[config.mk]
export PLATFORM = sky130hd
export DESIGN_NAME = jpeg_mcu_sequencer
export DESIGN_NICKNAME = d
export VERILOG_FILES = /design/src/rtl/jpeg_mcu_sequencer.sv
export SDC_FILE = /design/constraint.sdc
export NUM_CORES = 1
export LEC_CHECK = 0
export CAP_MARGIN = 10
export CORE_MARGIN = 2
export CORE_UTILIZATION = 40
export CTS_CLUSTER_SIZE = 8
export DETAILED_ROUTE_END_ITERATION = 12
export SYNTH_ARGS = -nofsm -noshare
export SYNTH_HDL_FRONTEND = slang
export SYNTH_SLANG_ARGS = --single-unit
export TNS_END_PERCENT = 5
[constraint.sdc]
create_clock -name clock -period 4.2 [get_ports clock]
set_input_delay 0.84 -clock clock [delete_from_list [all_inputs] [get_ports clock]]
set_output_delay 0.84 -clock clock [all_outputs]
set_load 0.01 [all_outputs]
[src/rtl/jpeg_mcu_sequencer.sv]
// Stage sequencer for the JPEG encode pipeline: steps each 8x8 block of an MCU through load, DCT,
// quantize/zigzag, DC prediction and Huffman. Define JPEG_SEQ_RESTART_EN to add restart-interval support.
module jpeg_mcu_sequencer #(
   parameter int NUM_COMP   = 3,
   parameter int Y_BLOCKS   = 1,
   parameter int DCT_CYCLES = 8,
   parameter int DC_WIDTH   = 12
) (
   input  logic                       clock,
   input  logic                       reset,
   input  logic                       blk_valid,
   output logic                       blk_ready,
   output logic                       input_enable,
   output logic                       dct_enable,
   output logic                       dct_end_enable,
   output logic [7:0]                 matrix_row,
   output logic                       zigzag_input_enable,
   output logic                       zigzag_enable,
   input  logic signed [DC_WIDTH-1:0] dc_coeff,
   output logic signed [DC_WIDTH:0]   dc_diff,
   output logic                       dc_diff_valid,
   output logic                       huffman_start,
   input  logic                       huffman_done,
   output logic                       is_luminance,
   output logic [1:0]                 comp_id,
   output logic                       mcu_done,
   output logic                       busy
`ifdef JPEG_SEQ_RESTART_EN
   ,
   input  logic [15:0]                restart_interval,
   output logic                       restart_pulse
`endif
);

   typedef enum logic [3:0] {
      ST_IDLE,
      ST_LOAD,
      ST_DCT,
      ST_DCTEND,
      ST_QZ,
      ST_ZZ,
      ST_DCDIFF,
      ST_HUFF,
      ST_NEXT
   } state_t;

   localparam int         CNT_W    = (DCT_CYCLES > 1) ? $clog2(DCT_CYCLES) : 1;
   localparam logic [2:0] LAST_IDX = 3'(Y_BLOCKS + NUM_COMP - 2);
   localparam logic [2:0] LAST_Y   = 3'(Y_BLOCKS - 1);

   state_t                      state;
   logic [CNT_W-1:0]            dct_count;
   logic [2:0]                  blk_idx;
   logic signed [DC_WIDTH-1:0]  pred [4];
   logic signed [DC_WIDTH:0]    dc_wide;
   logic signed [DC_WIDTH:0]    pred_wide;
`ifdef JPEG_SEQ_RESTART_EN
   logic [15:0]                 mcu_count;
`endif

   // The luma blocks come first, then one block per chroma component.
   assign comp_id      = (blk_idx > LAST_Y) ? 2'(blk_idx - LAST_Y) : 2'd0;
   assign is_luminance = (comp_id == 2'd0);

   assign dc_wide   = {dc_coeff[DC_WIDTH-1], dc_coeff};
   assign pred_wide = {pred[comp_id][DC_WIDTH-1], pred[comp_id]};
   assign dc_diff   = (state == ST_DCDIFF) ? (dc_wide - pred_wide) : '0;

   // Strobes are registered on entry to the state that owns them, so each is cleared by default.
   always_ff @(posedge clock) begin
      if (reset) begin
         state               <= ST_IDLE;
         dct_count           <= '0;
         blk_idx             <= '0;
         blk_ready           <= 1'b1;
         busy                <= 1'b0;
         input_enable        <= 1'b0;
         dct_enable          <= 1'b0;
         dct_end_enable      <= 1'b0;
         matrix_row          <= 8'd0;
         zigzag_input_enable <= 1'b0;
         zigzag_enable       <= 1'b0;
         dc_diff_valid       <= 1'b0;
         huffman_start       <= 1'b0;
         mcu_done            <= 1'b0;
         for (int i = 0; i < 4; i++) pred[i] <= '0;
`ifdef JPEG_SEQ_RESTART_EN
         mcu_count           <= 16'd0;
         restart_pulse       <= 1'b0;
`endif
      end else begin
         input_enable        <= 1'b0;
         dct_enable          <= 1'b0;
         dct_end_enable      <= 1'b0;
         matrix_row          <= 8'd0;
         zigzag_input_enable <= 1'b0;
         zigzag_enable       <= 1'b0;
         dc_diff_valid       <= 1'b0;
         huffman_start       <= 1'b0;
         mcu_done            <= 1'b0;
`ifdef JPEG_SEQ_RESTART_EN
         restart_pulse       <= 1'b0;
`endif
         case (state)
            ST_IDLE: begin
               if (blk_valid) begin
                  state        <= ST_LOAD;
                  input_enable <= 1'b1;
                  blk_ready    <= 1'b0;
                  busy         <= 1'b1;
               end
            end
            ST_LOAD: begin
               state      <= ST_DCT;
               dct_enable <= 1'b1;
               dct_count  <= CNT_W'(DCT_CYCLES - 1);
            end
            ST_DCT: begin
               if (dct_count == '0) begin
                  state          <= ST_DCTEND;
                  dct_end_enable <= 1'b1;
               end else begin
                  dct_count  <= dct_count - CNT_W'(1);
                  dct_enable <= 1'b1;
               end
            end
            ST_DCTEND: begin
               state               <= ST_QZ;
               zigzag_input_enable <= 1'b1;
            end
            ST_QZ: begin
               if (matrix_row == 8'd7) begin
                  state         <= ST_ZZ;
                  zigzag_enable <= 1'b1;
               end else begin
                  matrix_row          <= matrix_row + 8'd1;
                  zigzag_input_enable <= 1'b1;
               end
            end
            ST_ZZ: begin
               state         <= ST_DCDIFF;
               dc_diff_valid <= 1'b1;
            end
            ST_DCDIFF: begin
               pred[comp_id] <= dc_coeff;
               state         <= ST_HUFF;
               huffman_start <= 1'b1;
            end
            ST_HUFF: begin
               // huffman_start doubles as the first-cycle flag, so a done on that cycle is ignored.
               if (!huffman_start && huffman_done) begin
                  state    <= ST_NEXT;
                  mcu_done <= (blk_idx == LAST_IDX);
`ifdef JPEG_SEQ_RESTART_EN
                  if (blk_idx == LAST_IDX) begin
                     if ((restart_interval != 16'd0) && ((mcu_count + 16'd1) == restart_interval)) begin
                        mcu_count     <= 16'd0;
                        restart_pulse <= 1'b1;
                        for (int i = 0; i < 4; i++) pred[i] <= '0;
                     end else begin
                        mcu_count <= mcu_count + 16'd1;
                     end
                  end
`endif
               end
            end
            ST_NEXT: begin
               state     <= ST_IDLE;
               blk_ready <= 1'b1;
               busy      <= 1'b0;
               blk_idx   <= (blk_idx == LAST_IDX) ? 3'd0 : blk_idx + 3'd1;
            end
            default: begin
               state     <= ST_IDLE;
               blk_ready <= 1'b1;
               busy      <= 1'b0;
            end
         endcase
      end
   end

endmodule

Yosys cells after proc, flatten, opt, wreduce, memory -nomap -nowiden --
Memories as Yosys holds them, arrays and structs flattened. Index checks and enable logic that the tools add are counted.
Word-level totals: register bits after elaboration 28, bits in writable memories 48, output and inout bits 34, word-level logic and storage cells 87, memories kept 1
Operators by class: add/subtract/negate cells 4, $lt $le $gt $ge 1, eq/ne operators 15, muxes and demuxes 30, bitwise logic cells 6, reduce and logical (&&, ||, !) cells 16
Memories:
- pred | words 4, bits a word 12, read ports 1, clocked after Yosys merged registers in 0, wr ports 4, line 54 | logic signed [DC_WIDTH-1:0] pred [4];
Operator list (count):
- one-hot mux 4 bit (8 select lines) | 1
- equality test 4 x 3 -> 1 bit (second input constant) | 4
- 2-to-1 mux 4 bit | 4
- 2-to-1 mux 1 bit | 14
- 2-to-1 mux 13 bit | 1
- subtractor 12 x 12 -> 13 bit | 1
- 2-to-1 mux 12 bit | 1
- OR reduction 12 bit | 1
- inequality test 2 bit (second input constant) | 5
- adder 8 x 1 -> 8 bit (second input constant) | 1
- equality test 4 x 2 -> 1 bit (second input constant) | 2
- equality test 8 x 3 -> 1 bit (second input constant) | 1
- one-hot mux 1 bit (2 select lines) | 4
- OR reduction 7 bit | 1
- 2-to-1 mux 3 bit | 2
- NOT 1 bit | 6
- one-hot mux 3 bit (2 select lines) | 1
- OR reduction 2 bit | 3
- OR reduction 3 bit | 2
- equality test 4 x 1 -> 1 bit (second input constant) | 1
- equality test 4 bit (second input constant) | 1
- logical NOT 4 bit | 1
- 2-to-1 mux 2 bit | 2
- AND reduction 2 bit | 2
- other kinds (10) | 10

Logic depth before layout (Yosys ltp) --
depth after elaboration 6, depth in mapped cells 11, mapped depth without buffers 9

Worst setup path before layout --
OpenSTA, ideal clock, no wires.
path type register to output, from register blk_idx[1], to output port dc_diff[12], arrival time 2.719 ns, data required time 3.360 ns, setup slack 0.641 ns, stages on the path, launching flop included 11, buffers on the path 2, cell sequence dfxtp_1 > clkbuf_1 > buf_2 > mux4_2 > ha_1 > inv_1 > fa_1 > a21o_1 > a221oi_2 > o21ai_0 > a311oi_1
On the way: longest elaborated chain between the ends 5
Ends and longest elaborated chain:
- start: declaration | line 53 | logic [2:0] blk_idx;
- start signal: assignment | line 171 | blk_idx <= (blk_idx == LAST_IDX) ? 3'd0 : blk_idx + 3'd1;
- greater-than comparator 3 x 1 -> 1 bit | line 62 | assign comp_id = (blk_idx > LAST_Y) ? 2'(blk_idx - LAST_Y) : 2'd0;
- 2-to-1 mux 2 bit * | line 62
- memory (4 x 12 bit) *
- subtractor 12 x 12 -> 13 bit * | line 67 | assign dc_diff = (state == ST_DCDIFF) ? (dc_wide - pred_wide) : '0;
- 2-to-1 mux 13 bit * | line 67
- end: declaration | line 20 | output logic signed [DC_WIDTH:0] dc_diff,
Every way passes the cells marked *; elsewhere a longest branch is shown, timed or not.

Final worst setup path --
from input port dc_coeff[0], to output port dc_diff[10]
On the way: longest elaborated chain between the ends 2
Ends and longest elaborated chain:
- start: declaration | line 19 | input logic signed [DC_WIDTH-1:0] dc_coeff,
- subtractor 12 x 12 -> 13 bit | line 67
- 2-to-1 mux 13 bit | line 67
No other way between the ends.

==> summary.md <==
| Metric | Value |
|---|---|
| Core ar. | `9640 sq um` |
| Worst clock skew | `11.2 ps` |
| Clock H-tree levels | `3` |
| Library cells used by synthesis | `48` |
| # Max-Cap Violations | `0` |
| Skew-Pair Late Insertion Delay | `350 ps` |
| Synthesized netlist cell count | `348` |
| Count of synthesis-stage warnings from yosys | `0` |
| Crit path required time | `about 3400 ps` |
| Sink count of the clock tree | `76` |
| GR met1 Demand/Resource | `24.3%` |
| Vertical extent of the die | `~100 microns` |
| Status | `finished, final reports clean` |
| Gr usage total | `about a fifth` |
| Post-detailed-route count of antenna-violating nets | `0` |
| Growth of design area from synthesis to finish | `26.5%` |
| Dominant cell type by count on the critical path | `sky130_fd_sc_hd__inv_1` |
| Post-route DRC violation count | `0` |
| Clock buffer depth | `2` |
| Arithmetic-cell share of the synthesized area counting full adders, half adders and majority gates | `5.31%` |
| Power density over cell area | `408 nW/um^2` |
| Count of buffering cells on the critical path with inverters included | `4` |
| Initial Utilization | `40.6%` |
| Min-delay worst type | `flip-flop to flip-flop` |
| Average detailed-routed wire length per instance | `16.3 microns` |
| Highest achievable clock rate | `0.241 GHz` |
| Routability Congestion | `between 0.7 and 0.8` |
| DRT Wirelength | `9.10 mm` |
| Hold worst-path end | `busy$_SDFFE_PP0P_` |
| Initial antenna violation count | `0` |
| Hold violation total from the final report | `0` |
| Number of buffers inserted for hold repair after clock tree synthesis | `0` |
| Share of the clock period used by the worst path | `99.0%` |
| Antenna diode instance count | `0` |
| Cell breakdown of the critical path | `clkdlybuf4s50_1 -> inv_1 -> ha_1 -> inv_1 -> fa_1 -> a21o_1 -> a221oi_2 -> nand2_1 -> a41o_1 -> mux2i_1 -> clkdlybuf4s15_1` |
| Maximum vdd drop | `0.283 mV` |
| Startpoint kind of the worst setup timing path | `primary input` |
| Clock tree from TritonCTS | `done` |
| Detailed placer's ending HPWL | `approximately 6.4 mm` |
| Maximum single-stage delay on the critical path | `420 ps` |
| Combinational family with the most area after synthesis | `simple AND/OR/NAND/NOR gates` |
| Post-synthesis sequential area ratio | `51.2%` |
| Signal arrival time at the worst endpoint | `3320 ps` |
| Simple-gate share of the synthesized area | `20.8%` |
| Fraction of synthesized area in multiplexers | `approximately 7.2%` |
| CTS clock-pin slew for the worst setup and hold paths | `about 90 ps` |
| Layout cells sized above 1 | `between 15 and 20%` |
| Placement-stage cell area | `roughly 4700 sq um` |
| Slew Limit Headroom | `54.5%` |
| Fraction of registers with async set or reset after synthesis | `0%` |
| Number of nets produced by synthesis | `380` |
| Port Buffer Count | `49` |
| Vias in the first global route | `2894` |
| Primary flip-flop cell chosen by synthesis mapping | `sky130_fd_sc_hd__edfxtp_1` |
| Wire length of the first global-routing pass | `14.7 mm` |
| Critical path peak fanout | `3` |
| Total of endpoints with negative setup slack in the final report | `0` |
| Post-layout min period | `4160 ps` |
| Final-layout fill cell count | `925` |
| Launching point of the worst reg2reg path | `state[1]$_SDFFE_PP0P_` |
| Transition time at the pin with the least slew margin | `682 ps` |
| Number of DRC violations after detailed-routing iteration 0 | `99` |
| First-pass iteration count of the detailed router | `4` |
| Total Power | `2.02 mW` |
| Gate family responsible for the most delay along the worst path | `buffers and inverters` |
| Critical path endpoint category | `output pin` |
| Worst r2r path cells | `4` |
| Post-route cell area | `~5000 sq um` |
| Global routing usage on met2 | `31.0%` |
| Avg Synthesized Cell Area | `~11 sq um` |
| Number of top-level design ports | `50` |
| Flop2flop setup slack | `approximately 1800 ps` |
| Slew Limit Fails | `0` |
| Cts bufs inserted | `9` |
| Number of setup buffers added after CTS | `0` |
| Total of flip-flops plus latches after synthesis | `76` |
| Min-Delay Path Depth | `1` |
| Final core occ | `between 50 and 60%` |
| Xor/xnor cell area share of the yosys netlist | `under 10%` |
| Compound-gate portion of the synthesized area | `7.74%` |
| Worst flop-to-flop path endpoint | `pred[2][6]$_SDFFCE_PN0P_` |
| Number of cell rows | `36` |
| Cell at the root of the clock tree | `sky130_fd_sc_hd__clkbuf_8` |
| Slowest cell on crit path | `sky130_fd_sc_hd__clkdlybuf4s50_1` |
| Post-synth EDFFs | `48` |
| Highest-utilization routing layer at the global route stage | `met2` |
| Pin count of the biggest net entering global routing | `37` |
| Die Wd | `103 microns` |
| Grt total ovfl | `0` |
| Die area | `10600 sq um` |
| Via count of the routed design | `2863` |
| Final nets | `452` |
| Routing usage on met3 | `3.46%` |
| Routed via count divided by cell count | `5.13` |
| Hold_sp | `busy$_SDFFE_PP0P_` |
| Setup repair after global routing missed its margin | `true` |
| Crit path depth | `11` |
| Synthesized area | `3910 sq um` |
| Type of the worst setup path | `primary input to output pin` |
| LEAKAGE | `approximately 2.1 nW` |
## synthesized netlist by cell type (2+ instances only)
master / n / area share (%)
sky130_fd_sc_hd__a31o_2: 2 / 0.45
sky130_fd_sc_hd__xor2_1: 9 / 2.0
sky130_fd_sc_hd__buf_6: 2 / 0.58
sky130_fd_sc_hd__nand3_1: 5 / 0.64
sky130_fd_sc_hd__buf_2: 4 / 0.51
sky130_fd_sc_hd__clkbuf_1: 13 / 1.2
sky130_fd_sc_hd__mux4_2: 12 / 6.9
sky130_fd_sc_hd__and3_1: 30 / 4.8
sky130_fd_sc_hd__a211oi_1: 2 / 0.38
sky130_fd_sc_hd__a21oi_1: 12 / 1.5
sky130_fd_sc_hd__nand2b_1: 10 / 1.6
sky130_fd_sc_hd__o21a_1: 2 / 0.38
sky130_fd_sc_hd__edfxtp_1: 48 / 37
sky130_fd_sc_hd__nand2_1: 13 / 1.2
sky130_fd_sc_hd__nor2b_1: 6 / 0.96
sky130_fd_sc_hd__dfxtp_1: 28 / 14
sky130_fd_sc_hd__o21bai_1: 2 / 0.38
sky130_fd_sc_hd__nand4_1: 3 / 0.48
sky130_fd_sc_hd__ha_1: 15 / 4.8
sky130_fd_sc_hd__nor4_1: 4 / 0.64
sky130_fd_sc_hd__xnor2_1: 7 / 1.6
sky130_fd_sc_hd__inv_1: 18 / 1.7
sky130_fd_sc_hd__and2_1: 22 / 3.5
sky130_fd_sc_hd__nor2_1: 29 / 2.8
sky130_fd_sc_hd__a21o_1: 8 / 1.5
sky130_fd_sc_hd__nor3_1: 16 / 2.0
sky130_fd_sc_hd__o21ai_0: 5 / 0.64
## cells by family after synthesis
family                     count (synthesis)
buffers and inverters                     38
and+or+nand+nor                          146
AOI/OAI and AO/OA                         43
DFF                                       76
adders and majority gates                 16
muxes                                     13
xor gates and xnor gates                  16
## state kept, by name, summed over array words and instances, names as in the netlist
name / cells
input_enable: 1
pred: 48
busy: 1
state: 4
dct_end_enable: 1
dct_enable: 1
huffman_start: 1
blk_idx: 3
matrix_row: 8
zigzag_enable: 1
mcu_done: 1
dct_count: 3
zigzag_input_enable: 1
dc_diff_valid: 1
blk_ready: 1
## placed cells by master, fill, tap and decap left out, types with 2 or more instances in the layout
cell	Yosys	final
sky130_fd_sc_hd__and2_1	22	22
sky130_fd_sc_hd__nand2b_1	10	10
sky130_fd_sc_hd__dlymetal6s2s_1	0	5
sky130_fd_sc_hd__mux4_2	12	12
sky130_fd_sc_hd__nor3_1	16	16
sky130_fd_sc_hd__and3_1	30	30
sky130_fd_sc_hd__a31o_2	2	2
sky130_fd_sc_hd__nor2b_1	6	6
sky130_fd_sc_hd__nand3_1	5	5
sky130_fd_sc_hd__nand2_1	13	13
sky130_fd_sc_hd__a21oi_1	12	12
sky130_fd_sc_hd__nor4_1	4	4
sky130_fd_sc_hd__dfxtp_4	0	2
sky130_fd_sc_hd__clkbuf_16	0	2
sky130_fd_sc_hd__inv_1	18	18
sky130_fd_sc_hd__clkdlybuf4s15_1	0	2
sky130_fd_sc_hd__edfxtp_1	48	48
sky130_fd_sc_hd__xor2_1	9	9
sky130_fd_sc_hd__nand4_1	3	3
sky130_fd_sc_hd__buf_4	1	31
sky130_fd_sc_hd__xnor2_1	7	7
sky130_fd_sc_hd__a211oi_1	2	2
sky130_fd_sc_hd__nor2_1	29	29
sky130_fd_sc_hd__o21ai_0	5	4
sky130_fd_sc_hd__dfxtp_1	28	26
sky130_fd_sc_hd__inv_4	0	2
sky130_fd_sc_hd__a21o_1	8	8
sky130_fd_sc_hd__o21bai_1	2	2
sky130_fd_sc_hd__o21a_1	2	2
sky130_fd_sc_hd__clkdlybuf4s50_1	0	41
sky130_fd_sc_hd__clkbuf_8	0	9
sky130_fd_sc_hd__ha_1	15	15
## timing repair
item,4_1_cts,5_1_grt
endpoints found under the setup margin,8,8
resized for setup,7,11
endpoints found under the hold margin,0,0
pin swaps,0,2
## layer usage
| layer | vias up | part of all wire, % |
|---|---|---|
| met3 | 16 | 3.7 |
| li1 | 1405 | - |
| met1 | 1379 | 45 |
| met4 | 0 | 2.1 |
| met2 | 63 | 49 |
| met5 | - | 0 |
## worst max-delay path by stage
stage	startpoint	endpoint	slack (ps)
2_1_floorplan	blk_idx[1]$_SDFFE_PP0N_	dc_diff[12]	640
3_3_place_gp	dc_coeff[0]	dc_diff[10]	-240
3_5_place_dp	dc_coeff[0]	dc_diff[10]	-250
4_1_cts	dc_coeff[0]	dc_diff[8]	-200
5_1_grt	dc_coeff[0]	dc_diff[10]	-120
6_report	dc_coeff[0]	dc_diff[10]	40
## stage by stage
step / instances / setup WS, ps / setup TNS, ps / hold slack (ps)
after floorplan: 348 / 641 / 0 / 443
after global placement: 542 / -244 / -635 / 446
after detailed placement: 542 / -246 / -723 / 449
after CTS: 558 / -195 / -195 / 472
after global routing: 558 / -115 / -115 / 490
final: 558 / 43.5 / 0 / 472
## area by class of cell
| cell class | instances | area [sq um] | share of cell area [%] |
|---|---|---|---|
| clock buffers | 11 | 174 | 3.51 |
| multi-input cells | 234 | 1750 | 35.3 |
| inverters | 18 | 67.6 | 1.36 |
| clock inverters | 5 | 37.5 | 0.758 |
| repair buffers | 81 | 751 | 15.2 |
| flip-flops and latches | 76 | 2010 | 40.6 |
| well taps | 133 | 166 | 3.36 |
## where the power goes
part | internal [mW] | total (mW) | switching [mW]
Sequential | 0.867 | 0.933 | 0.0658
Combinational | 0.249 | 0.506 | 0.256
Clock | 0.291 | 0.582 | 0.292
Power figures use the tool's default switching activity.
